===== src/rtl/mips_pkg.sv =====
// rtl/mips_pkg.sv - shared MIPS datapath constants used by the register file
package mips_pkg;

  localparam int REG_ADDR_W = 5;
  localparam int DATA_W     = 32;
  localparam int NUM_REGS   = 32;

  localparam logic [REG_ADDR_W-1:0] ZERO_REG = 5'd0;

  localparam int REG_SP = 29;
  localparam int REG_RA = 31;

endpackage


===== src/rtl/regfile32.sv =====
// rtl/regfile32.sv - 32x32 MIPS register file, r0 hardwired to 0, committed-write counter
// Optional same-cycle write forwarding to both read ports: REGFILE_WRITE_BYPASS_EN
module regfile32
  import mips_pkg::*;
#(
  parameter int DATA_W = mips_pkg::DATA_W,
  parameter int ADDR_W = mips_pkg::REG_ADDR_W,
  parameter int CNT_W  = 32
) (
  input  logic              clk,
  input  logic              rst,
  input  logic [ADDR_W-1:0] read_addr1,
  input  logic [ADDR_W-1:0] read_addr2,
  input  logic [ADDR_W-1:0] write_addr,
  input  logic [DATA_W-1:0] write_data,
  input  logic              RegWrite,
  output logic [DATA_W-1:0] read_data1,
  output logic [DATA_W-1:0] read_data2,
  output logic [CNT_W-1:0]  wr_count
);

  localparam int NREGS = 2 ** ADDR_W;

  logic [DATA_W-1:0] regs_q [NREGS];
  logic [CNT_W-1:0]  cnt_q;
  logic [CNT_W-1:0]  cnt_d;
  logic              wr_en;

  // Writes aimed at r0 are not commits: they neither store nor count.
  assign wr_en = RegWrite && (write_addr != '0);

  always_comb begin
    cnt_d = cnt_q;
    if (wr_en) cnt_d = cnt_q + CNT_W'(1);
  end

  always_ff @(posedge clk) begin
    if (rst) begin
      for (int i = 0; i < NREGS; i++) regs_q[i] <= '0;
      cnt_q <= '0;
    end else begin
      if (wr_en) regs_q[write_addr] <= write_data;
      cnt_q <= cnt_d;
    end
  end

  function automatic logic [DATA_W-1:0] read_port(input logic [ADDR_W-1:0] addr);
    if (addr == '0) return '0;
`ifdef REGFILE_WRITE_BYPASS_EN
    // Forward the in-flight writeback; reset blocks it so reads show stored state.
    if (!rst && wr_en && (addr == write_addr)) return write_data;
`endif
    return regs_q[addr];
  endfunction

  always_comb begin
    read_data1 = read_port(read_addr1);
    read_data2 = read_port(read_addr2);
  end

  assign wr_count = cnt_q;

endmodule


===== config.mk =====
export PLATFORM = sky130hd
export DESIGN_NAME = regfile32
export DESIGN_NICKNAME = d
export VERILOG_FILES = /design/src/rtl/mips_pkg.sv /design/src/rtl/regfile32.sv
export SDC_FILE = /design/constraint.sdc
export NUM_CORES = 2
export LEC_CHECK = 0
export ABC_AREA = 1
export BUFFER_PORTS_ARGS = -buffer_cell sky130_fd_sc_hd__clkbuf_2
export CAP_MARGIN = 40
export CORE_MARGIN = 3
export CORE_UTILIZATION = 28
export DETAILED_ROUTE_END_ITERATION = 16
export SLEW_MARGIN = 20
export SYNTH_ARGS = -nofsm -noshare
export SYNTH_HDL_FRONTEND = slang
export SYNTH_SLANG_ARGS = --single-unit

===== constraint.sdc =====
create_clock -name clk -period 4.7 [get_ports clk]
set_clock_uncertainty 0.05 [all_clocks]
set_input_delay 0 -clock clk [delete_from_list [all_inputs] [get_ports clk]]
set_output_delay 0 -clock clk [all_outputs]
set_load 0.01 [all_outputs]

; ---- Yosys cells after proc, flatten, opt, wreduce, memory -nomap -nowiden
; Memories as Yosys holds them, arrays and structs flattened.
; Index checks and enable logic that the tools add are counted.
; W data, S select, Z words.
[totals]
register_bits = 32
ram_bits = 1024
in_bits = 50
output_inout_bits = 96
word_cells = 22
mem_count = 1
[classes]
addsub = 1
n_mux = 14
n_reduce_logical = 5
[memory_table]
columns = memory, words, word_bits, rd, rd_clocked_by_memory_dff, wr, line_no
row1 = regs_q, 32, 32, 2, 0, 32, regfile32.sv:24  ; logic [DATA_W-1:0] regs_q [NREGS];
[op_table]
columns = cell, count
row1 = $mux W32, 5
row2 = $add A32 B1 Y32 const B, 1
row3 = $reduce_or A32 Y1, 1
row4 = $logic_not A5 Y1, 2
row5 = $mux W1, 8
row6 = $mux W5, 1
row7 = $reduce_bool A5 Y1, 1
row8 = $logic_and A1 B1 Y1, 1

; ---- Depth between registers and ports, before layout
[depth]
word_depth = 7
mapped_depth = 13
mapped_depth_nobuf = 10

; ---- Worst setup path after synthesis
; OpenSTA, ideal clock, no wires.
[synth_path]
kind = input port to flip-flop
start = input write_addr[2]
end = memory regs_q[10][0], enable pin
setup_ns = 0.389
arrival_ns = 1.714
required_time_ns = 4.261
path_slack_ns = 2.546
cell_stages = 9
n_path_buf = 1
cell_sequence = inv_1 nand3_1 nand2_1 nor2_1 nand3_1 inv_1 nand2_1 buf_2 nand2_1
[synth_lines]
columns = item, line_no
row1 = start: declaration, regfile32.sv:14  ; input logic [ADDR_W-1:0] write_addr,
row2 = end: declaration, regfile32.sv:24

; ---- Worst setup path in the final report
[layout_path]
start = input read_addr2[0]
end = output read_data2[7]
[layout_via]
elab_chain_cells = 3
elab_cells_between_ends = 4
cone_classes = mux (2) / reduce/logical (1) / memory (1)
[layout_rtl]
columns = item, line_no
row1 = start: declaration, regfile32.sv:13  ; input logic [ADDR_W-1:0] read_addr2,
row2 = "parallel branches: the longest is 2 deep, another holds $mem_v2 Z32 W32", --
row3 = $mux W32 (*), regfile32.sv:53  ; return regs_q[addr];
row4 = end: declaration, regfile32.sv:18  ; output logic [DATA_W-1:0] read_data2,
; Every way passes the cells marked *.

==> summary.md <==
| Metric | Value |
|---|---|
| Clock power frac | 0.383 |
| Share of layout cells above drive strength 1 | 0.0792 |
| First-pass GRT wire length | 351000 um |
| Fin crit period | 3.24 ns |
| Initial Utilization | 0.282 |
| CTS H-tree depth | 3 |
| Relative slew slack | 0.311 |
| GRT Total Usage | 0.222 |
| Die ar. | 212000 um2 |
| Area Overhead vs Synth | 14.3% |
| Layout Cells excl Fill | 10100 |
| Vias | 55300 |
| Switching Share | 0.286 |
| Wire per inst | 24.2 um |
| CTS tree | done |
| Commonest non-fill, non-tap cells in the layout | nand2_1 (2561), nand3_1 (1439), nor2_1 (1295) |
| Highest-delay cell along the critical path | inv_8 |
| Vias in the first global route | 51500 |
| Cell area after layout | 66300 um2 |
| Iter 0 DRT Violations | 8613 |
| Crit path cell chain | buf_8, inv_8, buf_12, buf_4, nand2_1, nand3_1, nand3_1, nand2_1, nand2_1, nand2_1, nor2_1, nor2_1, clkbuf_2 |
| Sequential power share | 0.471 |
| GPL Wtd Cong | 0.920 |
| Synth unique cells | 23 |
| Post-CTS sizing | 0 |
| Flops & latches, synth | 1056 |
| Total CTS buffers | 109 |
| Slew Viols, Final | 0 |
| GRT overflow | 0 |
| Sequential share of the synthesized area | 0.542 |
| Initial antenna violation count | 5 |
| Req. time, crit path | 4.65 ns |
| Cell Area, Synth | 58000 um2 |
| Max clock buf depth | 3 |
| Die height | 461 um |
| Most used cell, CP | nand2_1 |
| Clk slew on worst S/H paths | 0.06 ns |
| Max_cap viols | 0 |
| Post-CTS Setup Bufs | 0 |
| Critical path class | primary input to primary output |
| Drt via density | 5.47 |
| Final Hold Viols | 0 |
| Largest net degree at the start of global routing | 164 |
| Logic pwr share | 0.146 |
| Chip width | 461 um |
| Post-Place Cells | 9872 |
| Total negative slack | 0 ns |
| CTS Root Buffer Type | clkbuf_16 |
| Fillers | 21200 |
| Min-delay worst type | primary input to flip-flop |
| DRC | 0 |
| Outcome | finished clean |
| Int Pwr | 16.8 mW |
| Slowest stage delay, CP | 0.64 ns |
| Clock Sinks | 1056 |
| Final #Nets | 7389 |
| RSZ-0062 raised after global routing | no |
| Critical Path Fanout Max | 108 |
| IO Port Bufs | 145 |
| Dpl hpwl | 151000 um |
| Hold slack | 0.0406 ns |
| Area after DPL | 62200 um2 |
| Grt met1 use | 0.282 |
| Global routing's busiest layer | met2 |
| Met2 Use GR | 0.346 |
| Mean Syn Cell Area | 7.76 um2 |
| Tcrit/Tclk final | 0.690 |
| Worst-skew pair later-pin latency | 0.73 ns |
| Drt total wl | 245000 um |
| Ys Warns | 0 |
| Pwr/cell area | 356 nW/um2 |
| Fmax | 0.309 GHz |
| Grt met3 use | 0.0362 |
| CP Launch Type | primary input |
| Kind of end point of the critical path | primary output |
| Crit path DAT | 3.19 ns |
| Row count | 166 |
| Post-Syn Instances | 7468 |
| Measured slew at the worst slew-check pin | 1.03 ns |
| Core ar. | 205000 um2 |
| Io pins | 146 |
| VDD IR-drop max | 295 uV |
| Commonest non-fill, non-tap cell in the layout | nand2_1 |
| NetSw | 6.75 mW |
| Lkg Pwr | 27.0 nW |
| Pre-antenna DRT Iters | 7 |
| Antenna-violating nets left | 0 |
| Endpoints failing setup | 0 |
==> layout make-up <==
type                            instances  area [um2]  share of cell area
Clock buffer                          142        2930              0.0441
Multi-Input combinational cell       5674       23800               0.359
Timing Repair Buffer                  371        3640              0.0550
Tap cell                             2688        3360              0.0508
Inverter                              126         513             0.00774
Antenna cell                            3        7.51            0.000113
Clock inverter                         58         646             0.00974
Sequential cell                      1056       31400               0.474
==> state kept, by name (all words and copies together) (netlist names) <==
register / flops
regs_q: 1024
wr_count: 32
==> power groups by stage <==
stage               registers, mW  clock network (mW)  logic [mW]
detailed placement           11.3                   0        3.32
CTS                          11.1                9.07        3.36
finish                       11.1                9.02        3.44
global placement             11.3                   0        3.20
global route                 11.2                9.42        3.64
floorplan                    11.2                   0        1.87
==> path summary, 6_finish.rpt <==
path / start / depth (start not counted) / slack [ns] / end
hold / removal: rst / 3 / 0.04 / wr_count[10]
setup reg to reg: wr_count[1] / 9 / 2.65 / wr_count[26]
hold reg to reg: wr_count[11] / 2 / 0.45 / wr_count[11]
setup / recovery: read_addr2[0] / 13 / 1.46 / read_data2[7]
==> metal layers <==
layer,vias to the layer above,wire length (um)
li1,24300,-
met1,26400,91300
met2,3906,110000
met3,746,26300
met4,2,17700
met5,-,13
==> critical path, delay by kind of cell <==
kind | cells | cell delay [ns]
buffers and inverters | 5 | 1.89
AND/OR/NAND/NOR | 8 | 1.16
==> cells in the mapped netlist, drive strengths merged <==
library cell | instances | area, um2
edfxtp | 1024 | 30700
clkinv | 5 | 18.8
nor2 | 1296 | 4870
nand3 | 1441 | 7210
dfxtp | 32 | 641
o21bai | 1 | 7.51
conb | 1 | 3.75
o211ai | 37 | 278
and2 | 3 | 18.8
nor3 | 14 | 70.1
nand2 | 2623 | 9850
a21oi | 118 | 591
xnor2 | 1 | 8.76
clkbuf | 419 | 1570
o21ai | 95 | 475
xor2 | 3 | 26.3
ha | 1 | 12.5
nand4 | 9 | 56.3
buf | 224 | 1050
inv | 121 | 454
==> cells by family after synthesis <==
family / count (synthesis) / share of synthesized area
simple gates: 5386 / 0.381
flops: 1056 / 0.542
buf+inv: 769 / 0.0534
compound gates: 251 / 0.0233
xor+xnor: 4 / 0.000605
fa+ha+maj: 1 / 0.000216
other cells: 1 / 0.0000647
==> per-stage QoR <==
step | setup WS [ns] | util | total power, mW
floorplan | 2.55 | - | 13.1
global route | 1.40 | 0.323 | 24.2
CTS | 1.54 | 0.322 | 23.5
detailed placement | 1.42 | 0.303 | 14.6
finish | 1.46 | 0.323 | 23.6
global placement | 1.33 | 0.299 | 14.5
==> repair_timing <==
action,4_1_cts,5_1_grt
endpoints found under the hold margin,964,0
hold buffers,35,0
endpoints found under the setup margin,0,0
No activity file was read; power rests on OpenSTA's default activity.
